[config.mk]
export PLATFORM = sky130hd
export DESIGN_NAME = lfsr_run_ctrl
export DESIGN_NICKNAME = d
export VERILOG_FILES = /design/src/rtl/lfsr_ctrl_pkg.sv /design/src/rtl/lfsr_watchdog.sv /design/src/rtl/lfsr_run_ctrl.sv
export SDC_FILE = /design/constraint.sdc
export NUM_CORES = 1
export LEC_CHECK = 0
export BUFFER_PORTS_ARGS = -buffer_cell sky130_fd_sc_hd__buf_2
export CORE_UTILIZATION = 52
export CTS_BUF_LIST = sky130_fd_sc_hd__clkbuf_16
export DETAILED_ROUTE_END_ITERATION = 8
export PLACE_DENSITY = 0.91
export SLEW_MARGIN = 10
export SYNTH_ARGS = -nofsm -noshare
export SYNTH_HDL_FRONTEND = slang
export SYNTH_HIERARCHICAL = 1
export SYNTH_SLANG_ARGS = --single-unit
[constraint.sdc]
create_clock -name clk_i -period 3.2 [get_ports clk_i]
set_clock_uncertainty 0.1 [all_clocks]
set_input_delay 0.16 -clock clk_i [delete_from_list [all_inputs] [get_ports clk_i]]
set_output_delay 0.16 -clock clk_i [all_outputs]
set_load 0.02 [all_outputs]
[src/rtl/lfsr_ctrl_pkg.sv]
// rtl/lfsr_ctrl_pkg.sv - shared states, error codes and expected balance counts for the LFSR run controller
package lfsr_ctrl_pkg;

  typedef enum logic [2:0] {
    S_IDLE  = 3'd0,
    S_LOAD  = 3'd1,
    S_RUN   = 3'd2,
    S_CHECK = 3'd3,
    S_DONE  = 3'd4
  } state_e;

  localparam logic [1:0] ERR_NONE     = 2'd0;
  localparam logic [1:0] ERR_MISMATCH = 2'd1;
  localparam logic [1:0] ERR_TIMEOUT  = 2'd2;
  localparam logic [1:0] ERR_SEED0    = 2'd3;

  // A maximal-length W-bit sequence emits one more '1' than '0' per period.
  function automatic int unsigned exp_ones(input int unsigned w);
    return 32'd1 << (w - 1);
  endfunction

  function automatic int unsigned exp_zeros(input int unsigned w);
    return exp_ones(w) - 32'd1;
  endfunction

endpackage

[src/rtl/lfsr_watchdog.sv]
// rtl/lfsr_watchdog.sv - clearable enabled up-counter that flags when TIMEOUT cycles have elapsed
module lfsr_watchdog #(
  parameter int unsigned TIMEOUT = 8200,
  parameter int unsigned CW      = $clog2(TIMEOUT + 1)
) (
  input  logic clk_i,
  input  logic reset_i,
  input  logic clr_i,
  input  logic en_i,
  output logic expired_o
);

  localparam logic [CW-1:0] LIMIT = CW'(TIMEOUT);

  logic [CW-1:0] cnt_q, cnt_d;

  // Holds at LIMIT so the flag cannot wrap back to zero while the FSM reacts.
  always_comb begin
    cnt_d = cnt_q;
    if (clr_i) begin
      cnt_d = '0;
    end else if (en_i && (cnt_q != LIMIT)) begin
      cnt_d = cnt_q + CW'(1);
    end
  end

  always_ff @(posedge clk_i or posedge reset_i) begin
    if (reset_i) begin
      cnt_q <= '0;
    end else begin
      cnt_q <= cnt_d;
    end
  end

  assign expired_o = (cnt_q == LIMIT);

endmodule

[src/rtl/lfsr_run_ctrl.sv]
// rtl/lfsr_run_ctrl.sv - sequences seed load, multi-period LFSR runs and bit-balance checking
module lfsr_run_ctrl
  import lfsr_ctrl_pkg::*;
#(
  parameter int unsigned W       = 13,
  parameter int unsigned PW      = 4,
  parameter int unsigned TIMEOUT = 8200
) (
  input  logic          clk_i,
  input  logic          reset_i,
  input  logic          start_i,
  input  logic [W-1:0]  seed_i,
  input  logic [PW-1:0] num_periods_i,
  input  logic          max_tick_i,
  input  logic [W-1:0]  count_zero_i,
  input  logic [W-1:0]  count_one_i,
  output logic          lfsr_load_o,
  output logic [W-1:0]  lfsr_seed_o,
  output logic          lfsr_en_o,
  output logic          cnt_clr_o,
  output logic          busy_o,
  output logic          done_o,
  output logic          pass_o,
  output logic [1:0]    err_code_o,
  output logic [W-1:0]  zeros_lat_o,
  output logic [W-1:0]  ones_lat_o,
  output logic [PW-1:0] periods_done_o
);

  localparam logic [W-1:0] EXP_ONES  = W'(exp_ones(W));
  localparam logic [W-1:0] EXP_ZEROS = W'(exp_zeros(W));

  state_e        state_q, state_d;
  logic [W-1:0]  seed_q, seed_d;
  logic [PW-1:0] nper_q, nper_d;
  logic [PW-1:0] pd_q, pd_d;
  logic [W-1:0]  zeros_q, zeros_d;
  logic [W-1:0]  ones_q, ones_d;
  logic [1:0]    err_q, err_d;
  logic          pass_q, pass_d;
  logic          load_q, load_d;
  logic          en_q, en_d;
  logic          clr_q, clr_d;
  logic          busy_q, busy_d;
  logic          done_q, done_d;
  logic          expired;
  logic [PW:0]   pd_inc;

  lfsr_watchdog #(.TIMEOUT(TIMEOUT)) u_watchdog (
    .clk_i    (clk_i),
    .reset_i  (reset_i),
    .clr_i    (state_q != S_RUN),
    .en_i     (state_q == S_RUN),
    .expired_o(expired)
  );

  assign pd_inc = {1'b0, pd_q} + (PW+1)'(1);

  always_comb begin
    state_d = state_q;
    seed_d  = seed_q;
    nper_d  = nper_q;
    pd_d    = pd_q;
    zeros_d = zeros_q;
    ones_d  = ones_q;
    err_d   = err_q;
    pass_d  = pass_q;
    unique case (state_q)
      S_IDLE: begin
        if (start_i) begin
          pass_d = 1'b0;
          if (seed_i != '0) begin
            seed_d  = seed_i;
            nper_d  = (num_periods_i == '0) ? PW'(1) : num_periods_i;
            pd_d    = '0;
            zeros_d = '0;
            ones_d  = '0;
            err_d   = ERR_NONE;
            state_d = S_LOAD;
          end else begin
            err_d   = ERR_SEED0;
            state_d = S_DONE;
          end
        end
      end
      S_LOAD: state_d = S_RUN;
      // A tick in the expiry cycle still wins: the period completed in time.
      S_RUN: begin
        if (max_tick_i) begin
          zeros_d = count_zero_i;
          ones_d  = count_one_i;
          state_d = S_CHECK;
        end else if (expired) begin
          err_d   = ERR_TIMEOUT;
          state_d = S_DONE;
        end
      end
      S_CHECK: begin
        pd_d = (pd_q == {PW{1'b1}}) ? pd_q : pd_q + PW'(1);
        if ((zeros_q != EXP_ZEROS) || (ones_q != EXP_ONES)) begin
          err_d   = ERR_MISMATCH;
          state_d = S_DONE;
        end else if (pd_inc < {1'b0, nper_q}) begin
          state_d = S_RUN;
        end else begin
          pass_d  = 1'b1;
          state_d = S_DONE;
        end
      end
      S_DONE:  state_d = S_IDLE;
      default: state_d = S_IDLE;
    endcase
    // Strobes follow the next state so every output leaves a flop.
    load_d = (state_d == S_LOAD);
    en_d   = (state_d == S_RUN);
    clr_d  = (state_d == S_LOAD) || (state_d == S_CHECK);
    busy_d = (state_d == S_LOAD) || (state_d == S_RUN) || (state_d == S_CHECK);
    done_d = (state_d == S_DONE);
  end

  always_ff @(posedge clk_i or posedge reset_i) begin
    if (reset_i) begin
      state_q <= S_IDLE;
      seed_q  <= '0;
      nper_q  <= '0;
      pd_q    <= '0;
      zeros_q <= '0;
      ones_q  <= '0;
      err_q   <= ERR_NONE;
      pass_q  <= 1'b0;
      load_q  <= 1'b0;
      en_q    <= 1'b0;
      clr_q   <= 1'b0;
      busy_q  <= 1'b0;
      done_q  <= 1'b0;
    end else begin
      state_q <= state_d;
      seed_q  <= seed_d;
      nper_q  <= nper_d;
      pd_q    <= pd_d;
      zeros_q <= zeros_d;
      ones_q  <= ones_d;
      err_q   <= err_d;
      pass_q  <= pass_d;
      load_q  <= load_d;
      en_q    <= en_d;
      clr_q   <= clr_d;
      busy_q  <= busy_d;
      done_q  <= done_d;
    end
  end

  assign lfsr_load_o    = load_q;
  assign lfsr_seed_o    = seed_q;
  assign lfsr_en_o      = en_q;
  assign cnt_clr_o      = clr_q;
  assign busy_o         = busy_q;
  assign done_o         = done_q;
  assign pass_o         = pass_q;
  assign err_code_o     = err_q;
  assign zeros_lat_o    = zeros_q;
  assign ones_lat_o     = ones_q;
  assign periods_done_o = pd_q;

endmodule

# == Word-level counts from Yosys, hierarchy flattened ==
# Index checks and enable logic that the tools add are counted.
# W data, S select, Z words.
# classes
mux,30
eq_ne,22
add_sub_neg,3
reduce_logical,17
order_cmp,1
# op_table
op,n
$mux W13,4
$pmux W13 S2,2
$mux W14,2
$mux W3,6
$ne A2 B2 Y1 const B,9
$mux W4,4
$add A14 B1 Y14 const B,1
$eq A14 B14 Y1 const B,1
$ne A14 B14 Y1 const B,1
$ne A13 B12 Y1 const B,1
$ne A13 B13 Y1 const B,1
$reduce_bool A13 Y1,1
$eq A3 B2 Y1 const B,4
$pmux W3 S4,1
$reduce_and A4 Y1,3
$mux W2,5
$pmux W4 S2,1
$eq A3 B1 Y1 const B,2
$pmux W2 S3,1
$reduce_bool A2 Y1,3
$add A4 B1 Y5 const B,1
$lt A5 B4 Y1,1
$reduce_and A5 Y1,1
$add A4 B1 Y4 const B,1
11 further kinds,16
# totals
elab_cells,87
ff_bits,72
output_inout_bits,51
in_bits,47

# == Logic depth before layout (Yosys ltp) ==
# depth
ltp_word,8
mapped_depth,10
mapped_depth_nobuf,9

# == By module ==
# The synthesis kept the hierarchy.
# modules_own_cells
mod,seq_area_each_um2,cells_each,instances,area_each_um2
lfsr_run_ctrl,1451.4,262,1,2650.0
lfsr_watchdog,350.3,79,1,770.7

# == Worst setup path before layout ==
# Ideal clock, no wire load.
# synth_path
kind,flip-flop to flip-flop
from,reg state_q[2]
to,reg u_watchdog.cnt_q[11]
path_stages_with_launch,11
slack_ns,0.768
n_path_buf,3
setup_time_ns,0.078
arrival_time_ns,2.254
synth_period_minus_slack_ns,2.432
t_required_ns,3.022
cell_sequence,dfrtp_1 nor2b_2 nand2b_1 inv_1 buf_4 buf_2 and3_1 clkbuf_1 nand3_1 or3_1 a21oi_1
# synth_via
elab_chain_cells,3
elab_cells_between_ends,5
# synth_rtl
item,line_no,source
"start, declared",lfsr_run_ctrl.sv:33,"state_e state_q, state_d;"
"start signal, assigned",lfsr_run_ctrl.sv:137,state_q <= state_d;
$eq A3 B2 Y1,lfsr_run_ctrl.sv:53,".en_i (state_q == S_RUN),"
$logic_and A1 B1 Y1,lfsr_watchdog.sv:22,end else if (en_i && (cnt_q != LIMIT)) begin
$reduce_bool A2 Y1 (no line),-,
"end signal, assigned",lfsr_watchdog.sv:31,cnt_q <= cnt_d;
"end, declared",lfsr_watchdog.sv:15,"logic [CW-1:0] cnt_q, cnt_d;"
# Several ways; a longest one is shown, not always the timed one.
# A chain may end at the register's enable or synchronous reset.

# == Worst setup path in the final report ==
# layout_path
from,reg u_watchdog.cnt_q[6]
to,reg err_q[0] (netlist: err_code_o[0])
# layout_via
elab_chain_cells,3
# layout_rtl
item,line_no,source
$eq A14 B14 Y1,lfsr_watchdog.sv:35,assign expired_o = (cnt_q == LIMIT);
net expired,lfsr_run_ctrl.sv:46,logic expired;
$ne A2 B2 Y1 (no line),-,
$reduce_and A5 Y1 (no line),-,
"end signal, assigned",lfsr_run_ctrl.sv:143,err_q <= err_d;
"end, declared",lfsr_run_ctrl.sv:39,"logic [1:0] err_q, err_d;"
# The timed path passes the listed nets, and every way through them passes these cells.

==> flow_summary_export.csv <==
group,metric,value,unit
yosys,ys_seq_elements,72,
yosys,avgSynthCellArea,10.0,sq um
setup_path,r2r.worst_path.cells,7,
place,placed_area,0.00396,sq mm
finish,regArea,0.00180,sq mm
global_routing,grt_pass1_vias,3330,
place,portBuffers,97,
clock_tree,hold_buffers,30,
finish,stdcell_count,553,
worst_hold_path,hp-class,"in2reg",
route,vias,3077,
finish,syn2layout_area_growth,32.8,%
place,dp.cells,507,
sta,worst_pin_slew,0.718,ns
yosys,synth_area,0.00342,sq mm
setup_path,r2r-end,"err_code_o[0]",
pwr,power_density,922,mW/mm^2
die,io_pins,98,
sta,finalHoldViolations,0,
yosys,synthTopCellsByArea,"dfrtp_1, nand2_1, o21ai_0, mux2_4, ha_1",
finish,fin_util,0.715,
setup_path,r2r_slack,0.66,ns
finish,multi_input_area,0.00149,sq mm
sta,fin_crit,2.54,ns
finish,drive_gt1_frac,0.300,
pwr,finalPower,4.19,mW
pwr,combinationalPowerShare,0.423,
setup_path,startpoint,"u_watchdog/cnt_q[6]",
route,wl_per_cell,16.1,um
pwr,intPower,2.48,mW
yosys,synthArstFlopShare,1.00,
sta,setup-violations-final,0,
clock_tree,cts_sinks,72,
yosys,synth-edff-count,0,
yosys,synth_top_area_frac,0.527,
clock_tree,clkTransAtPathRegs,0.05,ns
pwr,leakagePower,2.28,nW
sta,max_freq,0.393,GHz
clock_tree,clock_latency,0.33,ns
route,vias_per_cell,5.56,
setup_path,cp.required,3.35,ns
global_routing,grt_pass1_wl,15600,um
worst_hold_path,min_from,"seed_i[7]",
global_routing,grtUsageTotal,0.287,
run_status,status,"completed",
die,die_w,83.1,um
finish,finalInstanceArea,0.00454,sq mm
global_routing,antenna_found_initial,0,
pwr,pwr-share-clk,0.225,
sta,setup_tns,0,ns
clock_tree,cts_buffers,9,
yosys,synth_flop_cell,"dfrtp_1",
clock_tree,postCtsSetupRepairBufs,0,
clock_tree,ctsResizeCount,0,
yosys,yosys.cell_types.count,53,
pwr,power_frac_seq,0.351,
die,initial_core_util,0.539,
route,drc,0,
yosys,synth_seq_area_share,0.527,
setup_path,worst_ep_arrival_time,2.69,ns
clock_tree,cts_root_buffer,"clkbuf_16",
die,row_count,29,
route,drtAntennaViolNets,0,
yosys,yosysWarnings,6,
pwr,p_sw_frac,0.408,
setup_path,cp-start-kind,"flop",
setup_path,crit_fanout,7,
pwr,p_sw,1.71,mW
route,drt-total-wl,8920,um
clock_tree,htreeDepth,3,
setup_path,critPathCapture,"err_code_o[0]",
setup_path,r2r-start,"u_watchdog/cnt_q[6]",
clock_tree,cts_tree,"done",
die,core-area,0.00635,sq mm
die,die_y,83.1,um
place,place.gp.congestion,0.876,
pwr,vdd_drop_max,0.000621,V
yosys,synth_cells,341,
finish,filler_cell_count,431,
setup_path,path_class,"reg2reg",
sta,relSlewSlack,0.521,
clock_tree,cts_max_path_buffers,2,
route,drtIter0Drc,150,
route,dr.pass1.iters,4,
finish,nets,524,
yosys,yosysTopAreaCell,"dfrtp_1",
yosys,syn_nets,394,
finish,diodes,0,
place,hpwl,5560,um
global_routing,grt_max_degree,59,
global_routing,grt-ovfl-total,0,
sta,timing.final.crit_share,0.795,
sta,rsz0062_at_grt,"false",
die,die_area,0.00691,sq mm
yosys,synth_common_cells,"nand2_1, dfrtp_1, o21ai_0",
yosys,synth_most_common_cell,"nand2_1",
run,cap_violations,0,
sta,drv_slew,0,
setup_path,end_kind,"flop",
==> metrics by stage <==
step                hold WS, ns  setup WS, ns
floorplan               -0.0508         0.768
global placement          0.137         0.793
detailed placement        0.140         0.732
CTS                     0.00582         0.683
global route          0.0000322         0.486
finish                  0.00758         0.656
==> power by group through the flow <==
| stage | logic, mW | registers (mW) | clock network, mW |
|---|---|---|---|
| after detailed placement | 1.70 | 1.47 | 0 |
| after CTS | 1.75 | 1.46 | 0.957 |
| final | 1.77 | 1.47 | 0.944 |
| after floorplan | 0.894 | 1.75 | 0 |
| after global routing | 1.96 | 1.51 | 1.01 |
| after global placement | 1.63 | 1.45 | 0 |
==> area by class of cell <==
cell class,instances,area share
clock buffers,9,0.0496
clock inverters,7,0.0121
inverters,15,0.0124
multi-input cells,241,0.327
flip-flops and latches,72,0.397
well taps,77,0.0212
repair buffers,132,0.181
==> cells in the final DEF (no fill, tap or decap), types with 4 or more instances in the layout <==
| cell type | instances |
|---|---|
| a21oi_1 | 8 |
| buf_2 | 97 |
| buf_4 | 5 |
| clkbuf_16 | 9 |
| dfrtp_1 | 72 |
| dlygate4sd3_1 | 30 |
| ha_1 | 6 |
| inv_1 | 15 |
| mux2_4 | 9 |
| nand2_1 | 78 |
| nand2b_1 | 4 |
| nand3_1 | 12 |
| nand4_1 | 6 |
| nor2_1 | 14 |
| nor4_1 | 6 |
| o21ai_0 | 40 |
| xnor2_1 | 4 |
| xor2_1 | 6 |
==> how the worst min path moves through the flow <==
stage          cells after the start                    to
2_1_floorplan                      1   u_watchdog/cnt_q[0]
3_3_place_gp                       2  u_watchdog/cnt_q[11]
3_5_place_dp                       2  u_watchdog/cnt_q[11]
4_1_cts                            3             nper_q[1]
6_report                           2        lfsr_seed_o[7]
5_1_grt                            2        lfsr_seed_o[7]
==> critical path, stage by stage (launching register included) <==
cell       delay (ns)
dfrtp_1          0.43
or4_4            0.58
nor4_1           0.31
nor2b_1          0.25
o21ai_0          0.10
a21oi_1          0.25
a21boi_0         0.28
a2bb2oi_1        0.17
==> metal layers <==
metal | share of wire | global-route usage
met5 | 0 | 0
met2 | 0.53 | 0.502
met1 | 0.37 | 0.325
met3 | 0.055 | 0.0805
met4 | 0.039 | 0.132
==> registers in the layout, indices dropped and copies added (netlist names) <==
name / cells
busy_o: 1
cnt_clr_o: 1
done_o: 1
err_code_o: 2
lfsr_en_o: 1
lfsr_load_o: 1
lfsr_seed_o: 13
nper_q: 4
ones_lat_o: 13
pass_o: 1
periods_done_o: 4
state_q: 3
u_watchdog/cnt_q: 14
zeros_lat_o: 13
==> kinds of logic after synthesis <==
group | share of synthesized area
flops | 0.527
simple gates | 0.240
compound gates | 0.107
mux | 0.0395
buf+inv | 0.0391
fa+ha+maj | 0.0219
xor+xnor | 0.0256
Power figures use the tool's default switching activity.
